$ cat src/rtl/stream_light_btn_ctrl_if.sv
// Button/command bundle between the board push buttons and the stream-light
// command controller.
//   btn_run, btn_stop, btn_reverse : raw active-high buttons, async to CLK
//   Run, Stop                      : state levels (never both 1)
//   Reverse                        : direction level
//   state                          : 00 IDLE, 01 RUNNING, 10 STOPPED
// master = board side (drives buttons), slave = controller side.
interface stream_light_btn_ctrl_if;
  logic       btn_run;
  logic       btn_stop;
  logic       btn_reverse;
  logic       Run;
  logic       Stop;
  logic       Reverse;
  logic [1:0] state;

  modport master (
    output btn_run, btn_stop, btn_reverse,
    input  Run, Stop, Reverse, state
  );

  modport slave (
    input  btn_run, btn_stop, btn_reverse,
    output Run, Stop, Reverse, state
  );
endinterface

$ cat src/rtl/stream_light_btn_ctrl.sv
// Stream-light command controller: turns three raw, bouncy push buttons into
// clean Run/Stop/Reverse levels for the LED sequencer.
// Per button: 2-FF synchroniser -> counter debouncer -> rising-edge pulse.
// The pulses drive a run/stop/direction state machine.
// Ports:
//   CLK   : system clock, rising edge
//   Reset : asynchronous active-low reset
//   bus   : button inputs and command outputs (slave modport)
//
// state      | meaning
// -----------+-----------------------------------------------
// ST_IDLE    | after reset, no run accepted yet; reverse ignored
// ST_RUNNING | sequencer running; Run = 1
// ST_STOPPED | sequencer halted;  Stop = 1
module stream_light_btn_ctrl #(
  parameter int DEBOUNCE_CYCLES = 1000000,
  parameter int CNT_W           = 20
) (
  input  logic                   CLK,
  input  logic                   Reset,
  stream_light_btn_ctrl_if.slave bus
);

  typedef enum logic [1:0] {
    ST_IDLE    = 2'b00,
    ST_RUNNING = 2'b01,
    ST_STOPPED = 2'b10
  } state_t;

  localparam logic [CNT_W-1:0] CNT_LAST = CNT_W'(DEBOUNCE_CYCLES - 1);

  // bit 0 = run, bit 1 = stop, bit 2 = reverse
  logic [2:0] btn_raw;
  logic [2:0] sync1_q;
  logic [2:0] sync2_q;
  logic [2:0] stable_q;
  logic [2:0] stable_dly_q;
  logic [2:0] press;

  assign btn_raw = {bus.btn_reverse, bus.btn_stop, bus.btn_run};

  always_ff @(posedge CLK or negedge Reset) begin
    if (!Reset) begin
      sync1_q <= '0;
      sync2_q <= '0;
    end else begin
      sync1_q <= btn_raw;
      sync2_q <= sync1_q;
    end
  end

  for (genvar g = 0; g < 3; g++) begin : g_deb
    logic [CNT_W-1:0] cnt_q;
    logic [CNT_W-1:0] cnt_d;
    logic             stable_d;

    always_comb begin
      cnt_d    = '0;
      stable_d = stable_q[g];
      if (sync2_q[g] != stable_q[g]) begin
        if (cnt_q == CNT_LAST) begin
          stable_d = sync2_q[g];
        end else begin
          cnt_d = cnt_q + 1'b1;
        end
      end
    end

    always_ff @(posedge CLK or negedge Reset) begin
      if (!Reset) begin
        cnt_q           <= '0;
        stable_q[g]     <= 1'b0;
        stable_dly_q[g] <= 1'b0;
      end else begin
        cnt_q           <= cnt_d;
        stable_q[g]     <= stable_d;
        stable_dly_q[g] <= stable_q[g];
      end
    end
  end

  assign press = stable_q & ~stable_dly_q;

  logic   press_run;
  logic   press_stop;
  logic   press_rev;
  state_t state_q;
  state_t state_d;
  logic   reverse_q;
  logic   reverse_d;
  logic   run_q;
  logic   stop_q;

  assign press_run  = press[0];
  assign press_stop = press[1];
  assign press_rev  = press[2];

  always_comb begin
    state_d   = state_q;
    reverse_d = reverse_q;
    case (state_q)
      ST_IDLE: begin
        if (press_run && !press_stop) state_d = ST_RUNNING;
      end
      ST_RUNNING: begin
        if (press_stop) state_d = ST_STOPPED;
        if (press_rev)  reverse_d = ~reverse_q;
      end
      ST_STOPPED: begin
        if (press_run && !press_stop) state_d = ST_RUNNING;
        if (press_rev)  reverse_d = ~reverse_q;
      end
      default: state_d = ST_IDLE;
    endcase
  end

  // Run/Stop are registered from the next state so each output is a single
  // flop and cannot glitch while the two state bits change.
  always_ff @(posedge CLK or negedge Reset) begin
    if (!Reset) begin
      state_q   <= ST_IDLE;
      reverse_q <= 1'b0;
      run_q     <= 1'b0;
      stop_q    <= 1'b0;
    end else begin
      state_q   <= state_d;
      reverse_q <= reverse_d;
      run_q     <= (state_d == ST_RUNNING);
      stop_q    <= (state_d == ST_STOPPED);
    end
  end

  assign bus.Run     = run_q;
  assign bus.Stop    = stop_q;
  assign bus.Reverse = reverse_q;
  assign bus.state   = state_q;

endmodule
$ cat src/flat_wrapper.sv
// flat-port wrapper written by rule: the top's interface ports become plain ports
module stream_light_btn_ctrl_flat 
#(
  parameter int DEBOUNCE_CYCLES = 1000000,
  parameter int CNT_W           = 20
)
  (CLK, Reset, bus_btn_run, bus_btn_stop, bus_btn_reverse, bus_Run, bus_Stop, bus_Reverse, bus_state);
  stream_light_btn_ctrl_if bus_i ();
  input  logic CLK;
  input  logic Reset;
  input wire logic [$bits(bus_i.btn_run)-1:0] bus_btn_run;
  input wire logic [$bits(bus_i.btn_stop)-1:0] bus_btn_stop;
  input wire logic [$bits(bus_i.btn_reverse)-1:0] bus_btn_reverse;
  output wire logic [$bits(bus_i.Run)-1:0] bus_Run;
  output wire logic [$bits(bus_i.Stop)-1:0] bus_Stop;
  output wire logic [$bits(bus_i.Reverse)-1:0] bus_Reverse;
  output wire logic [$bits(bus_i.state)-1:0] bus_state;
  assign bus_i.btn_run = bus_btn_run;
  assign bus_i.btn_stop = bus_btn_stop;
  assign bus_i.btn_reverse = bus_btn_reverse;
  assign bus_Run = bus_i.Run;
  assign bus_Stop = bus_i.Stop;
  assign bus_Reverse = bus_i.Reverse;
  assign bus_state = bus_i.state;
  stream_light_btn_ctrl #(.DEBOUNCE_CYCLES(DEBOUNCE_CYCLES), .CNT_W(CNT_W)) u_core (.CLK(CLK), .Reset(Reset), .bus(bus_i));
endmodule
$ cat config.mk
export PLATFORM = sky130hd
export DESIGN_NAME = stream_light_btn_ctrl_flat
export DESIGN_NICKNAME = d
export VERILOG_FILES = /design/src/rtl/stream_light_btn_ctrl_if.sv /design/src/rtl/stream_light_btn_ctrl.sv /design/src/flat_wrapper.sv
export SDC_FILE = /design/constraint.sdc
export NUM_CORES = 1
export LEC_CHECK = 0
export BUFFER_PORTS_ARGS = -buffer_cell sky130_fd_sc_hd__buf_2
export CAP_MARGIN = 20
export CORE_MARGIN = 8
export CORE_UTILIZATION = 31
export CTS_BUF_LIST = sky130_fd_sc_hd__clkbuf_2
export DETAILED_ROUTE_END_ITERATION = 16
export GPL_TIMING_DRIVEN = 1
export PLACE_DENSITY_LB_ADDON = 0.3
export SKIP_CTS_REPAIR_TIMING = 1
export SLEW_MARGIN = 20
export SYNTH_ARGS = -nofsm -noshare
export SYNTH_HDL_FRONTEND = slang
export SYNTH_SLANG_ARGS = --single-unit
export TNS_END_PERCENT = 30
$ cat constraint.sdc
create_clock -name CLK -period 2.1 [get_ports CLK]
set_input_delay 0.21 -clock CLK [delete_from_list [all_inputs] [get_ports CLK]]
set_output_delay 0.21 -clock CLK [all_outputs]
set_load 0.02 [all_outputs]
==> results.ini, run 1 <==
[die]
dieHeight_um = 125
rows = 39
coreArea_um2 = 11500
die_x_um = 125
start_util = 0.320
dieArea_um2 = 15600
io_pins = 10

[routing]
routed_wl_mm = 6.83
viasPerCell = 5.00
drt_iter0_drc = 146
drc_errors = 0
num_vias = 2667
post_drt_wl_per_cell_um = 12.8
ant_nets = 0
drtPass1Iterations = 4

[synthesis]
syn_area_per_cell_um2 = 10.1
synth-edff-count = 0
ys.flop_type = dfrtp_1
synth_nets = 374
synth_warnings = 0
ys_seq_elements = 77
syn_inst = 362
syn_area_um2 = 3670
synth-async-reset-ratio = 1.00
ys_types = 39
seq_area_frac_synth = 0.526

[sta]
fin_crit_sh = 0.877
clock_skew_ps = 44.1
hold_violations = 0
rsz0062_at_grt = false
maxSlewHeadroom = 0.702
min_period_ps = 1840
setup-tns-final_ps = 0
fmax_mhz = 543
tightestPinTransition_ps = 444
drv_slew = 0
setup_violations = 0
hold-worst-slack_ps = 127

[worst_setup_path]
cp-start-kind = flip-flop
worstSetupPathType = reg -> reg
cp.required_ps = 2510
arrival_ps = 2250
crit_fanout = 20
critPathCaptureType = flip-flop

[grt]
grt_pass1_wl_mm = 12.4
grt_pass1_vias = 2587
antenna_found_initial = 1
track_usage = 0.0932
grt_max_degree = 37
grt-ovfl-total = 0

[clock_network]
h-tree-depth = 3
clockRootBuffer = clkbuf_2
cts.sink_count = 77
clock_path_buffers = 2
cts-buffers-inserted = 9
path_clk_slew_ps = 260
cts_tree = built
clock_latency_ps = 540

[outcome]
status = finished clean

[power_and_ir_drop]
powerDensity_nw_per_um2 = 623
p_leak_nw = 1.71
ir_drop_mv = 0.265

[cells_and_area]
area_growth_pct = 12.4
fin_nets = 396
drive_gt1_frac = 0.113

[flow_run]
drv_cap = 0

[placed_design]
io_buffers = 9
hpwl_mm = 4.66
gp_congestion = 0.781

[hold_path]
hold_class = in -> async

flip-flops by register name, summed over array words and instances, names as in the netlist:
name / count
u_core.stable_q: 3
u_core.sync1_q: 3
u_core.bus.Reverse: 1
u_core.g_deb.cnt_q: 60
u_core.bus.Run: 1
u_core.bus.state: 2
u_core.bus.Stop: 1
u_core.stable_dly_q: 3
u_core.sync2_q: 3
cells in the final DEF, fill, tap and decap left out, types with 4 or more instances in the layout:
master         count
ha_1               7
o31ai_1            5
or4_1              6
a21oi_1           14
o21ai_0           11
buf_4              7
inv_1             12
nand3_1           19
or3_1              7
nand2_1           20
nor4_1            11
nand4_1           12
clkbuf_2           9
xnor2_1           24
nor3_1            10
xor2_1            20
nor2_1            55
and3_1             9
dlygate4sd3_1      4
dfrtp_1           77
buf_2              8
synthesized netlist by cell type, drive strengths merged, types with 2 or more instances:
library cell / number / area, µm²
inv: 12 / 45.0
dfrtp: 77 / 1930
xnor2: 24 / 210
nand4: 14 / 100
or3: 8 / 55.1
or4: 7 / 56.3
and2: 3 / 18.8
nand3: 21 / 115
nor3b: 2 / 15.0
nor3: 10 / 50.1
nor4: 11 / 68.8
nand4b: 3 / 26.3
nor2: 55 / 206
o31ai: 8 / 60.1
and3: 10 / 63.8
mux2: 3 / 33.8
ha: 7 / 87.6
nand2: 20 / 75.1
xor2: 20 / 175
nand3b: 2 / 15.0
buf: 3 / 17.5
nor4b: 3 / 26.3
clkbuf: 6 / 22.5
a21oi: 14 / 70.1
o21ai: 11 / 55.1
worst max-delay path, cell delays in order (launching register included):
cell	delay, ps
dfrtp_1	450
nand3_1	110
or4b_1	550
o31ai_2	250
buf_4	270
nor2_1	80
area by class of cell:
type | count | area [µm²]
fill | 1148 | 7350
sequential | 77 | 1930
multi-input combinational | 264 | 1670
tap | 143 | 179
timing repair buffer | 20 | 153
clock inverter | 7 | 98.8
clock buffer | 9 | 45.0
inverter | 12 | 45.0
antenna | 1 | 2.50
final timing paths:
check,startpoint,end,slack [ps],cells after the start
hold / removal,Reset,u_core.bus.Reverse$_DFFE_PN0P_,130,2
hold reg to reg,u_core.sync1_q[2]$_DFF_PN0_,u_core.sync2_q[2]$_DFF_PN0_,380,0
min in group CLK,bus_btn_run,u_core.sync1_q[0]$_DFF_PN0_,300,2
setup / recovery,u_core.g_deb[1].cnt_q[17]$_DFF_PN0_,u_core.g_deb[1].cnt_q[5]$_DFF_PN0_,260,5
max in group asynchronous,Reset,u_core.g_deb[0].cnt_q[2]$_DFF_PN0_,1410,3
setup reg to reg,u_core.g_deb[1].cnt_q[17]$_DFF_PN0_,u_core.g_deb[1].cnt_q[5]$_DFF_PN0_,260,5
per-stage QoR:
stage / cell area [µm²] / std cells / total power [mW] / setup slack [ps] / utilization
finish: 4120 / 533 / 2.57 / 259 / 0.359
global route: 4120 / 533 / 2.68 / 96.8 / 0.359
CTS: 4080 / 528 / 2.61 / 216 / 0.355
detailed placement: 3930 / 512 / 1.64 / 304 / 0.343
global placement: 3930 / 512 / 1.64 / 318 / 0.343
floorplan: 3670 / 362 / 1.59 / 449 / -
routing by layer:
layer | share of wire | vias up | track usage
met2 | 0.45 | 41 | 0.140
met4 | 0.015 | 0 | 0.0489
met3 | 0.028 | 7 | 0.0221
met5 | 0 | - | 0
li1 | - | 1321 | -
met1 | 0.50 | 1298 | 0.121
logic make-up (layout without fill, tap and decap cells):
group / Yosys count / count (layout) / share of synthesized area
xor+xnor: 44 / 44 / 0.105
mux: 3 / 3 / 0.00921
flops: 77 / 77 / 0.526
fa+ha+maj: 7 / 7 / 0.0239
buf+inv: 21 / 48 / 0.0232
other cells: 0 / 1 / 0
compound gates: 35 / 35 / 0.0553
simple gates: 175 / 175 / 0.258
power by group:
group / internal, mW / leakage, nW / total (mW) / switching [mW]
combinational: 0.0342 / 0.569 / 0.0983 / 0.0641
sequential: 1.50 / 1.05 / 1.52 / 0.0182
clock: 0.401 / 0.0841 / 0.945 / 0.544
Note: power is estimated with default switching activity, not from simulation.
==> inputs of run 2 (changes only) <==
- RECOVER_POWER: not set -> 50
==> run 2 against run 1 <==
Net effect: the run now ends with max-capacitance violations, max-slew violations left; cell count stayed put; first-iteration DRC count unchanged; fmax unchanged; core utilization about the same; wire length about the same; clock power is essentially flat; setup slack unchanged; highest routed layer unchanged.
==> results.ini, run 2 (synthesized netlist as in run 1, its figures left out) <==
[outcome]
status = complete, but fails checks
violations = max-capacitance violations, max-slew violations

[sta]
hold-worst-slack_ps = 302
setup_violations = 0
clock_skew_ps = 44.1
min_period_ps = 1840
fmax_mhz = 543
tightestPinTransition_ps = 1560
setup-tns-final_ps = 0
rsz0062_at_grt = false
drv_slew = 27
fin_crit_sh = 0.877
maxSlewHeadroom = -0.0433
hold_violations = 0

[hold_path]
hold_class = in -> reg
holdPathEnd = u_core.sync1_q[0]$_DFF_PN0_
min_from = bus_btn_run
worstHoldPathCells = 2

[power_and_ir_drop]
seqPwrFrac = 0.594
powerDensity_nw_per_um2 = 624
finalPower_mw = 2.57
intPower_mw = 1.94
power_frac_clock = 0.368
swShare = 0.244
ir_drop_mv = 0.265
combPwrFrac = 0.038
power_switching_mw = 0.626
p_leak_nw = 1.70

[routing]
viasPerCell = 5.00
routed_wl_mm = 6.83
drc_errors = 0
drtPass1Iterations = 4
num_vias = 2667
drt_iter0_drc = 146
ant_nets = 0
post_drt_wl_per_cell_um = 12.8

[clock_network]
cts.sink_count = 77
cts-buffers-inserted = 9
clockRootBuffer = clkbuf_2
h-tree-depth = 3
clock_path_buffers = 2
clock_latency_ps = 540
cts_tree = built
path_clk_slew_ps = 260

[grt]
grt-ovfl-total = 0
grt_max_degree = 37
grt_pass1_wl_mm = 12.4
track_usage = 0.0932
grt_pass1_vias = 2587
antenna_found_initial = 1

[worst_setup_path]
reg2reg_slack_ps = 260
worst-path-buf-inv = 1
arrival_ps = 2250
cp.required_ps = 2510
crit_fanout = 20
critPathCaptureType = flip-flop
cp.depth = 5
reg2reg_to = u_core.g_deb[1].cnt_q[5]$_DFF_PN0_
worstSetupPathType = reg -> reg
worstPathCellList = nand3_1 > or4b_1 > o31ai_2 > buf_4 > nor2_1
rr_worst_depth = 5
cp_slowest_cell = or4b_1
slowest_delay_ps = 550
cp-start-kind = flip-flop
crit_family = simple AND/OR/NAND/NOR gates
reg2reg_from = u_core.g_deb[1].cnt_q[17]$_DFF_PN0_

[placed_design]
io_buffers = 9
hpwl_mm = 4.66
placed_area_um2 = 3930
gp_congestion = 0.781

[cells_and_area]
final_cell_mix = dfrtp_1 (77), nor2_1 (55), xnor2_1 (24)
largest_reg_flops = 60
layout_commonest_cell = dfrtp_1
fin_nets = 396
utilization = 0.359
design_area_um2 = 4120
max_flop_register = u_core.g_deb.cnt_q
drive_gt1_frac = 0.111
area_growth_pct = 12.3

[die]
die_x_um = 125
dieHeight_um = 125
rows = 39
start_util = 0.320
io_pins = 10
dieArea_um2 = 15600
coreArea_um2 = 11500

[flow_run]
drv_cap = 1

run 2: cell count changes in the layout (fill, tap and decap cells not counted):
cell / delta
clkbuf_1: +1
buf_4: -1
run 2: per-stage QoR:
stage | setup slack, ps | instances
after CTS | 216 | 528
after global placement | 318 | 512
after global routing | 96.8 | 533
after floorplan | 449 | 362
final | 259 | 533
after detailed placement | 304 | 512
run 2: how the worst max path moves through the flow:
stage                                   startpoint                             endpoint  slack (ps)
3_5_place_dp   u_core.g_deb[1].cnt_q[16]$_DFF_PN0_       u_core.stable_q[1]$_DFFE_PN0P_         300
4_1_cts        u_core.g_deb[1].cnt_q[17]$_DFF_PN0_       u_core.stable_q[1]$_DFFE_PN0P_         220
2_1_floorplan  u_core.g_deb[1].cnt_q[16]$_DFF_PN0_       u_core.stable_q[1]$_DFFE_PN0P_         450
5_1_grt         u_core.g_deb[1].cnt_q[0]$_DFF_PN0_  u_core.g_deb[1].cnt_q[18]$_DFF_PN0_         100
6_report       u_core.g_deb[1].cnt_q[17]$_DFF_PN0_   u_core.g_deb[1].cnt_q[5]$_DFF_PN0_         260
3_3_place_gp   u_core.g_deb[1].cnt_q[16]$_DFF_PN0_       u_core.stable_q[1]$_DFFE_PN0P_         320
run 2: layout make-up:
cell class                      count  area (µm²)
Antenna cell                        1        2.50
Sequential cell                    77        1930
Clock buffer                        9        45.0
Tap cell                          143         179
Timing Repair Buffer               20         149
Multi-Input combinational cell    264        1670
Fill cell                        1150        7350
Inverter                           12        45.0
Clock inverter                      7        98.8
run 2: power by group through the flow:
stage                     Sequential (mW)  Combinational [mW]  Clock (mW)
final                                1.52              0.0976       0.945
after global routing                 1.53               0.119        1.04
after CTS                            1.52              0.0967       0.987
after detailed placement             1.55              0.0965           0
after global placement               1.55              0.0955           0
after floorplan                      1.54              0.0421           0
run 2: worst register-to-register path: stages (launching register included):
cell	delay, ps
dfrtp_1	450
nand3_1	110
or4b_1	550
o31ai_2	250
buf_4	270
nor2_1	80
run 2: per-layer routing:
metal / global-route usage / part of all wire / wire length, µm / vias to the layer above
met2: 0.140 / 0.45 / 3100 / 41
met3: 0.0221 / 0.028 / 190 / 7
met1: 0.121 / 0.50 / 3440 / 1298
met5: 0 / 0 / 0 / -
met4: 0.0489 / 0.015 / 102 / 0
li1: - / - / - / 1321
==> inputs of run 3 (changes only) <==
- PLACE_DENSITY_LB_ADDON: 0.3 -> not set
- clock period: 2.1 -> 1.6 ns (I/O delays scaled with it)
==> run 3 against run 2 <==
Net effect: the run ends with negative setup slack left; combinational power up 68%; register-to-register slack worse by 380 ps; via count up 9.4%; clock-buffer cell count up 1; first-iteration DRC count down 34%; power up 32%; critical path depth unchanged; global-route usage up 0.78 points; design area up 14%; clock power up 30%; clock skew down 10 ps; non-clock buffer count up 61.
==> results.ini, run 3 (synthesized netlist as in run 1, its figures left out) <==
[sta]
setup_violations = 36
fin_ws_ps = -119
fin_crit_sh = 1.07
min_period_ps = 1720
hold_violations = 0
tightestPinTransition_ps = 1050
drv_slew = 0
fmax_mhz = 582
rsz0062_at_grt = true
clock_skew_ps = 33.8
maxSlewHeadroom = 0.301
setup-tns-final_ps = -2280

[routing]
met1Wirelength_mm = 3.60
drt_iter0_drc = 96
ant_nets = 0
viasPerCell = 4.92
routed_wl_mm = 7.87
top_layer = met4
post_drt_wl_per_cell_um = 13.3
num_vias = 2917
drc_errors = 0
drtPass1Iterations = 5
met2_length_mm = 3.88
wl_met3_um = 269

[worst_setup_path]
worst-path-buf-inv = 0
arrival_ps = 2200
cp.required_ps = 2080
slowest_delay_ps = 570
cp-start-kind = flip-flop
worstSetupPathType = reg -> reg
worstPathCellList = ha_2 > and2_4 > nand4_1 > or4_4 > a21oi_2
crit_fanout = 5
crit_family = simple AND/OR/NAND/NOR gates
critPathCaptureType = flip-flop
cp_slowest_cell = or4_4

[power_and_ir_drop]
power_switching_mw = 0.820
seqPwrFrac = 0.589
swShare = 0.242
finalPower_mw = 3.39
power_frac_clock = 0.362
ir_drop_mv = 0.463
p_leak_nw = 2.03
combPwrFrac = 0.049
intPower_mw = 2.57
powerDensity_nw_per_um2 = 719

[cells_and_area]
fin_nets = 457
drive_gt1_frac = 0.292
largest_reg_flops = 60
utilization = 0.410
regArea_um2 = 1930
fin_cells = 593
area_growth_pct = 28.4
multi_input_area_um2 = 1800
fill_cells = 1091
max_flop_register = u_core.g_deb.cnt_q
final_cell_mix = dfrtp_1 (74), buf_4 (63), nor2_1 (53)
layout_commonest_cell = dfrtp_1

[die]
coreArea_um2 = 11500
dieArea_um2 = 15600
io_pins = 10
rows = 39
die_x_um = 125
start_util = 0.320
dieHeight_um = 125

[grt]
track_usage = 0.101
grt-ovfl-total = 0
grt_pass1_wl_mm = 13.1
grt_pass1_vias = 2788
antenna_found_initial = 1
grt_max_degree = 78

[placed_design]
dp.cells = 565
hpwl_mm = 5.37
io_buffers = 9
gp_congestion = 0.764

[clock_network]
cts-buffers-inserted = 9
path_clk_slew_ps = 230
clockRootBuffer = clkbuf_2
cts.sink_count = 77
cts_tree = built
clock_latency_ps = 530
h-tree-depth = 3
clock_path_buffers = 2

[outcome]
status = complete, but fails checks
violations = negative setup slack

[hold_path]
hold_class = in -> reg

[flow_run]
drv_cap = 0

## run 3: final cells by class
type / count / area share
sequential: 77 / 0.410
multi-input combinational: 264 / 0.383
timing repair buffer: 81 / 0.130
tap: 143 / 0.0380
clock inverter: 5 / 0.0181
clock buffer: 10 / 0.0106
inverter: 12 / 0.00957
antenna: 1 / 0.000532
## run 3: final timing paths
path,start,to,slack (ps),cells after the start
setup / recovery,u_core.g_deb[2].cnt_q[1]$_DFF_PN0_,u_core.g_deb[2].cnt_q[18]$_DFF_PN0_,-120,5
hold / removal,bus_btn_reverse,u_core.sync1_q[2]$_DFF_PN0_,260,2
setup reg to reg,u_core.g_deb[2].cnt_q[1]$_DFF_PN0_,u_core.g_deb[2].cnt_q[18]$_DFF_PN0_,-120,5
hold reg to reg,u_core.sync1_q[1]$_DFF_PN0_,u_core.sync2_q[1]$_DFF_PN0_,380,0
max in group asynchronous,Reset,u_core.g_deb[2].cnt_q[8]$_DFF_PN0_,400,3
min in group asynchronous,Reset,u_core.g_deb[2].cnt_q[3]$_DFF_PN0_,460,3
## run 3: per-stage QoR
stage	area, µm²	hold slack, ps	setup WS, ps
final	4710	261	-119
after floorplan	3700	-136	-29.5
after global routing	4710	186	-227
after CTS	4490	-420	-118
after global placement	4350	214	-33.7
after detailed placement	4350	213	-58.9
## run 3: per-layer routing
metal  up-vias  track usage
met5         -            0
met4         0       0.0390
met3         8       0.0357
met2        34        0.164
met1      1438        0.119
li1       1437            -
## run 3: power groups by stage
stage	Sequential [mW]	Clock (mW)	Combinational (mW)
finish	2.00	1.23	0.164
global route	2.00	1.35	0.190
CTS	2.00	1.27	0.145
detailed placement	2.03	0	0.144
global placement	2.03	0	0.142
floorplan	2.03	0	0.0585
